==> src/rtl/vend_coin_sequencer.sv <==
// Vending-machine credit controller: round-robin coin arbitration, dispense handshake and change payout.
// Define VEND_TIMEOUT_EN to add an idle-collect timeout that refunds credit through a REFUND state.
module vend_coin_sequencer #(
  parameter int NUM_SLOTS   = 2,
  parameter int PRICE       = 5,
  parameter int CREDIT_W    = 4,
  parameter int TIMEOUT_CYC = 1000
) (
  input  logic                 clk,
  input  logic                 reset,
  input  logic [NUM_SLOTS-1:0] coin_valid,
  input  logic [NUM_SLOTS-1:0] coin_two,
  output logic [NUM_SLOTS-1:0] coin_ack,
  output logic                 vend_req,
  input  logic                 vend_done,
  output logic                 chg_valid,
  output logic                 chg_two,
  input  logic                 chg_ready,
  output logic [CREDIT_W-1:0]  credit,
  output logic [2:0]           state,
  output logic                 busy
);

  localparam int PtrW = (NUM_SLOTS > 1) ? $clog2(NUM_SLOTS) : 1;
  localparam logic [CREDIT_W-1:0] PriceC = CREDIT_W'(PRICE);
  localparam logic [CREDIT_W-1:0] OneC   = CREDIT_W'(1);
  localparam logic [CREDIT_W-1:0] TwoC   = CREDIT_W'(2);

  typedef enum logic [2:0] {
    IDLE    = 3'd0,
    COLLECT = 3'd1,
    VEND    = 3'd2,
    CHANGE  = 3'd3
`ifdef VEND_TIMEOUT_EN
    , REFUND = 3'd4
`endif
  } state_e;

  state_e                state_q, state_d;
  logic [CREDIT_W-1:0]   credit_q, credit_d;
  logic [NUM_SLOTS-1:0]  ack_q, ack_d;
  logic [PtrW-1:0]       rr_q, rr_d;
  logic                  vend_req_q, vend_req_d;
  logic                  chg_valid_q, chg_valid_d;
  logic                  chg_two_q, chg_two_d;
  logic                  busy_q, busy_d;

  logic [NUM_SLOTS-1:0]  eligible;
  logic                  grant_vld;
  logic [PtrW-1:0]       grant_idx;

`ifdef VEND_TIMEOUT_EN
  localparam int TmoW = $clog2(TIMEOUT_CYC + 1);
  logic [TmoW-1:0] tmo_q, tmo_d;
`endif

  function automatic logic [PtrW-1:0] slotAfter(input logic [PtrW-1:0] base, input int k);
    return PtrW'((int'(base) + k) % NUM_SLOTS);
  endfunction

  // A slot whose ack is still high is masked so a held coin_valid is never granted twice.
  always_comb begin
    eligible  = coin_valid & ~ack_q;
    grant_vld = 1'b0;
    grant_idx = rr_q;
    for (int k = 1; k <= NUM_SLOTS; k++) begin
      if (!grant_vld && eligible[slotAfter(rr_q, k)]) begin
        grant_vld = 1'b1;
        grant_idx = slotAfter(rr_q, k);
      end
    end
  end

  always_comb begin
    state_d  = state_q;
    credit_d = credit_q;
    ack_d    = '0;
    rr_d     = rr_q;
`ifdef VEND_TIMEOUT_EN
    tmo_d    = '0;
`endif
    case (state_q)
      IDLE, COLLECT: begin
        if (grant_vld) begin
          ack_d[grant_idx] = 1'b1;
          credit_d = credit_q + (coin_two[grant_idx] ? TwoC : OneC);
          rr_d     = grant_idx;
          state_d  = (credit_d >= PriceC) ? VEND : COLLECT;
        end
`ifdef VEND_TIMEOUT_EN
        else if (state_q == COLLECT) begin
          if (tmo_q == TmoW'(TIMEOUT_CYC - 1)) begin
            state_d = REFUND;
          end else begin
            tmo_d = tmo_q + 1'b1;
          end
        end
`endif
      end
      VEND: begin
        // vend_done only counts once the motor has actually seen vend_req.
        if (vend_req_q && vend_done) begin
          credit_d = credit_q - PriceC;
          state_d  = (credit_d == '0) ? IDLE : CHANGE;
        end
      end
      CHANGE
`ifdef VEND_TIMEOUT_EN
      , REFUND
`endif
      : begin
        if (chg_valid_q && chg_ready) begin
          credit_d = credit_q - (chg_two_q ? TwoC : OneC);
          if (credit_d == '0) begin
            state_d = IDLE;
          end
        end
      end
      default: begin
        state_d  = IDLE;
        credit_d = '0;
      end
    endcase

    vend_req_d  = (state_q == VEND) && !(vend_req_q && vend_done);
    chg_valid_d = (state_d == CHANGE)
`ifdef VEND_TIMEOUT_EN
                  || (state_d == REFUND)
`endif
                  ;
    chg_two_d   = chg_valid_d && (credit_d >= TwoC);
    busy_d      = (state_d == VEND) || chg_valid_d;
  end

  always_ff @(posedge clk or posedge reset) begin
    if (reset) begin
      state_q     <= IDLE;
      credit_q    <= '0;
      ack_q       <= '0;
      rr_q        <= '0;
      vend_req_q  <= 1'b0;
      chg_valid_q <= 1'b0;
      chg_two_q   <= 1'b0;
      busy_q      <= 1'b0;
`ifdef VEND_TIMEOUT_EN
      tmo_q       <= '0;
`endif
    end else begin
      state_q     <= state_d;
      credit_q    <= credit_d;
      ack_q       <= ack_d;
      rr_q        <= rr_d;
      vend_req_q  <= vend_req_d;
      chg_valid_q <= chg_valid_d;
      chg_two_q   <= chg_two_d;
      busy_q      <= busy_d;
`ifdef VEND_TIMEOUT_EN
      tmo_q       <= tmo_d;
`endif
    end
  end

  assign coin_ack  = ack_q;
  assign vend_req  = vend_req_q;
  assign chg_valid = chg_valid_q;
  assign chg_two   = chg_two_q;
  assign credit    = credit_q;
  assign state     = state_q;
  assign busy      = busy_q;

endmodule

==> config.mk <==
export PLATFORM = sky130hd
export DESIGN_NAME = vend_coin_sequencer
export DESIGN_NICKNAME = d
export VERILOG_FILES = /design/src/rtl/vend_coin_sequencer.sv
export SDC_FILE = /design/constraint.sdc
export NUM_CORES = 1
export LEC_CHECK = 0
export ABC_AREA = 1
export BUFFER_PORTS_ARGS = -buffer_cell sky130_fd_sc_hd__clkbuf_2
export CAP_MARGIN = 20
export CORE_MARGIN = 5
export CORE_UTILIZATION = 55
export CTS_BUF_LIST = sky130_fd_sc_hd__clkbuf_4
export DETAILED_ROUTE_END_ITERATION = 12
export HOLD_SLACK_MARGIN = 0.03
export PLACE_DENSITY = 0.78
export SLEW_MARGIN = 40
export SYNTH_ARGS = -nofsm -noshare
export SYNTH_HDL_FRONTEND = slang
export SYNTH_SLANG_ARGS = --single-unit
==> constraint.sdc <==
create_clock -name clk -period 2.6 [get_ports clk]
set_clock_uncertainty 0.1 [all_clocks]
set_input_delay 0.65 -clock clk [delete_from_list [all_inputs] [get_ports clk]]
set_output_delay 0.65 -clock clk [all_outputs]
set_load 0.02 [all_outputs]
# After elaboration in Yosys (flattened, before gate mapping)

Index checks and enable logic that the tools add are counted.

Register bits after elaboration: 14
Latch bits: 0
RAM bits: 0
Memory bits (read-only): 0
Logic and storage cells: 67
Memories kept: 0

Add/subtract/negate cells: 5
Multipliers: 0
Divide/modulo/power cells: 0
Magnitude comparators: 6
Eq/ne operators: 5
Shift operators: 0
Multiplexer cells: 27
Bitwise logic cells: 2
Reduce and logical (&&, ||, !) cells: 14

Operator list:

| kind                                                              | number |
|---|---|
| equality test 3 x 2 -> 1 bit, second input constant               | 4 |
| two-way mux 2 bit                                                 | 6 |
| two-way mux 3 bit                                                 | 4 |
| two-way mux 4 bit                                                 | 3 |
| one-hot mux 4 bit (3 select lines)                                | 1 |
| two-way mux 1 bit                                                 | 11 |
| one-hot mux 3 bit (3 select lines)                                | 1 |
| logical NOT 4 bit                                                 | 2 |
| logical AND 1 bit                                                 | 6 |
| < comparator 1 x 2 -> 1 bit, second input constant                | 3 |
| adder 4 x 2 -> 4 bit                                              | 1 |
| greater-or-equal comparator 4 x 2 -> 1 bit, second input constant | 1 |
| greater-or-equal comparator 4 x 3 -> 1 bit, second input constant | 1 |
| subtractor 4 x 2 -> 4 bit                                         | 1 |
| subtractor 4 x 3 -> 4 bit, second input constant                  | 1 |
| equality test 3 x 1 -> 1 bit, second input constant               | 1 |
| logical NOT 3 bit                                                 | 1 |
| adder 1 bit, second input constant                                | 2 |
| bitwise AND 2 bit                                                 | 1 |
| logical NOT 1 bit                                                 | 2 |
| inverter 2 bit                                                    | 1 |
| AND reduction 2 bit                                               | 1 |
| OR reduction 2 bit                                                | 1 |
| demux 1 bit (select 1 bit)                                        | 1 |
| other kinds (2)                                                   | 2 |

# Logic depth before layout (Yosys ltp)

Word-level depth: 18
Depth in mapped cells: 17
Mapped depth without buffers: 17

# Least setup slack after synthesis

OpenSTA, ideal clock, no wires.

Kind: input to register
Start point: input port coin_valid[0]
End point: register chg_two_q (netlist: chg_two)
Data arrival time: 2.139 ns
Data required time: 2.387 ns
Setup slack: 0.249 ns
Cell stages on the path: 15
Path buffers: 0
Path through: nand2_2 nand2_1 nand3_2 nand2_2 inv_1 nor2_1 fa_1 xnor2_1 nand2_1 o211ai_2 o211ai_2 nor2_1 nand3_1 nand2_1 inv_1

RTL lines:

| item                                                 | line | text |
|---|---|---|
| start: declaration                                   | 11   | `input logic [NUM_SLOTS-1:0] coin_valid,` |
| bitwise AND 2 bit (*)                                | 63   | `eligible = coin_valid & ~ack_q;` |
| two-way mux 1 bit (implied by the code) (2 in a row) | 67   | `if (!grant_vld && eligible[slotAfter(rr_q, k)]) begin` |
| two-way mux 1 bit                                    | 67   |  |
| logical NOT 1 bit                                    | 67   |  |
| logical AND 1 bit                                    | 67   |  |
| two-way mux 1 bit                                    | 67   |  |
| two-way mux 1 bit (implied by the code) (2 in a row) | 86   | `credit_d = credit_q + (coin_two[grant_idx] ? TwoC : OneC);` |
| two-way mux 2 bit                                    | 86   |  |
| adder 4 x 2 -> 4 bit                                 | 86   |  |
| two-way mux 4 bit (*)                                | 84   | `if (grant_vld) begin` |
| one-hot mux 4 bit (3 select lines) (*)               | 82   | `case (state_q)` |
| net credit_d[2]                                      | 40   | `logic [CREDIT_W-1:0] credit_q, credit_d;` |
| greater-or-equal comparator 4 x 2 -> 1 bit (*)       | 131  | `chg_two_d = chg_valid_d && (credit_d >= TwoC);` |
| logical AND 1 bit (*)                                | 131  |  |
| net chg_two_d                                        | 45   | `logic chg_two_q, chg_two_d;` |
| end signal: assignment                               | 155  | `chg_two_q <= chg_two_d;` |
| end: declaration                                     | 45   |  |

Mark *: on every way through the listed nets, which the timed path passes. The rest lies on a longest branch. The select of a mux whose other input is x is not followed.
A chain may end at the register's enable or synchronous reset.

# Final worst setup path

Same ends and word-level chain as after synthesis.

==> run metrics <==
outcome=finished clean; final std cells w/o fill=191; die height=54.10 um; max cap viols=0; Power Total=1.226 mW; Initial Util=56.25%; Netlist cell types=24; Tcrit/Tclk final=91.90%; clock power share=10.1%; Slew @ Worst Pin=0.5361 ns; Fillers=179; FP Rows=16; met3 WL=119 um; Worst path max stage delay=0.37 ns; WP data arrival=2.47 ns; met2 wire len=1221 um; GRT overflow=0; vias post-DR=992; Resize count post-CTS=0; Post-Syn Area=0.001070 mm^2; placed cell count=187; diodes inserted=0; Cell Int Power=600.4 uW; CP Capture Type=flop; hold bufs inserted after CTS=0; sequential share of power=30.3%; CTS sink count=14; initial antenna violation count=0; Max Clk Rate=0.4185 GHz; critical path class=primary input to flop; Max Used Layer=met4; leakage power=0.6794 nW; drt via density=5.194; met1 wire length=1100 um; area grow syn2layout=13.57%; IO Port Bufs=20; Psw=625.6 uW; placed instance area=0.001189 mm^2; fin nets=180; worst path cell trace=clkbuf_2, nand2_2, nand2_1, nand3_2, nand2_2, inv_1, nor2_1, fa_1, xnor2_1, nand2_1, o211ai_2, o211ai_2, nor2_1, nand3_1, nand2_1, inv_1; layout cells sized above 1=26.83%; YS warnings=0; Num CTS Buffers=3; Max-slew headroom=64.22%; start of the worst register-to-register path=rr_q$_DFFE_PP0P_; Crit Path Max Fanout=3; antenna viol nets, final=0; num ports=21; die area=0.002927 mm^2; TritonCTS clock tree=done; RSZ-0062 raised after global routing=false; most used cell along the critical path=nand2_1; Mapped Cells=141; CTS root buffer=clkbuf_4; switching share of power=51.03%; Data required, critical path=2.68 ns; Reg clk slew, reported paths=0.09 ns; post-CTS setup buffer count=0; GR Util All Layers=20.75%; Post-Syn Nets=156; PwrDens=1009 mW/mm^2; # H-tree levels=1; vias in the first global route=1018; Max Buffers Root-to-Sink=2; final worst path period need=2.389 ns; global-route wire length before repair=4278 um; DRT Wirelength=2480 um; CP max-delay cell=fa_1; Core Area=0.001902 mm^2; #FFs+latches synth=14; area occupied by multi-input gates=591.8 um^2; storage element area=350.3 um^2; Initial DRT Pass Iterations=4; Starting DRT DRC Count=27; Comb power frac=59.6%; syn_area_per_cell=7.587 um^2; clk_lat worst skew=0.27 ns; chip width=54.10 um; DP Wirelength=2007 um; final instance area=0.001215 mm^2; final setup vio count=0; Post-route DRC=0; Seq/Total Area, Yosys=32.75%; pin count of the biggest net entering global routing=15; WL per Instance=12.98 um; VDD IR max=0.5299 mV; Max Slew Vio Count=0; RD Place Congestion=0.8996; CP startpoint kind=primary input; Hold Crit Class=primary input to async pin; Worst Setup SP=coin_valid[0]; Final Hold Viols=0
through the flow:
step,hold slack [ns],setup WS (ns),utilization (%),setup TNS [ns]
floorplan,0.4348,0.2486,-,0
finish,0.2820,0.2106,63.88,0
global placement,0.4638,0.01296,62.50,0
CTS,0.2918,0.2609,63.88,0
detailed placement,0.4626,-0.03477,62.50,-0.03477
global route,0.3237,0.04363,63.88,0
per-layer routing:
metal / up-vias / GRT usage, %
li1: 495 / -
met1: 462 / 25.51
met2: 31 / 34.88
met3: 4 / 3.047
met4: 0 / 10.79
met5: - / 0
cells in the mapped netlist (all sizes together):
cell | count | area, um^2
a21oi | 6 | 30.03
buf | 2 | 22.52
clkinv | 2 | 7.510
conb | 1 | 3.750
dfrtp | 14 | 350.3
fa | 2 | 40.04
ha | 5 | 62.56
inv | 26 | 97.59
nand2 | 37 | 151.4
nand3 | 20 | 110.1
nor2 | 8 | 30.03
nor3 | 1 | 10.01
o2111ai | 2 | 23.77
o211ai | 5 | 57.56
o21ai | 5 | 28.77
xnor2 | 2 | 17.52
xor2 | 3 | 26.28
placed cells by master, fill, tap and decap left out, drive strengths merged:
cell type	Yosys	routed
a21oi	6	6
buf	2	1
clkbuf	0	23
clkinv	2	3
conb	1	1
dfrtp	14	14
fa	2	2
ha	5	5
inv	26	26
nand2	37	37
nand3	20	20
nor2	8	8
nor3	1	1
o2111ai	2	2
o211ai	5	5
o21ai	5	5
xnor2	2	2
xor2	3	3
state kept, by name, summed over array words and instances, names as in the netlist:
signal,cells
credit,4
state,3
coin_ack,2
busy,1
chg_two,1
chg_valid,1
rr_q,1
vend_req,1
logic make-up after synthesis:
| logic type | count (synthesis) | share of synthesized area (%) |
|---|---|---|
| simple gates | 66 | 28.19 |
| buf+inv | 30 | 11.93 |
| compound gates | 18 | 13.10 |
| flops | 14 | 32.75 |
| fa+ha+maj | 7 | 9.591 |
| xor+xnor | 5 | 4.094 |
| other cells | 1 | 0.3505 |
cell type report:
cell class,instances,area share (%)
Multi-Input combinational cell,97,48.71
Sequential cell,14,28.84
Tap cell,27,2.781
Inverter,28,8.651
Timing Repair Buffer,21,8.857
Clock buffer,3,1.854
Clock inverter,1,0.3090
power by group through the flow:
| stage | Clock [mW] | Sequential (mW) | Combinational, mW |
|---|---|---|---|
| final | 0.124 | 0.371 | 0.731 |
| after detailed placement | 0 | 0.376 | 0.724 |
| after global routing | 0.142 | 0.382 | 0.820 |
| after CTS | 0.130 | 0.372 | 0.729 |
| after global placement | 0 | 0.373 | 0.697 |
| after floorplan | 0 | 0.416 | 0.503 |
worst max-delay path: cells and delay by family:
family,cells,cell delay (ns)
and+or+nand+nor,9,0.76
buffers and inverters,3,0.25
AOI/OAI and AO/OA,2,0.19
adders and majority gates,1,0.37
xor gates and xnor gates,1,0.23
path summary, 6_finish.rpt:
path / endpoint / slack [ns] / cells after the start
worst max-delay path: chg_two$_DFF_PP0_ / 0.21 / 16
worst min register to register: rr_q$_DFFE_PP0P_ / 0.47 / 2
min in group clk: rr_q$_DFFE_PP0P_ / 0.47 / 2
worst max register to register: chg_two$_DFF_PP0_ / 0.25 / 15
max in group asynchronous: coin_ack[1]$_DFF_PP0_ / 1.76 / 2
worst min-delay path: busy$_DFF_PP0_ / 0.28 / 2
(Power assumes the default switching activity.)
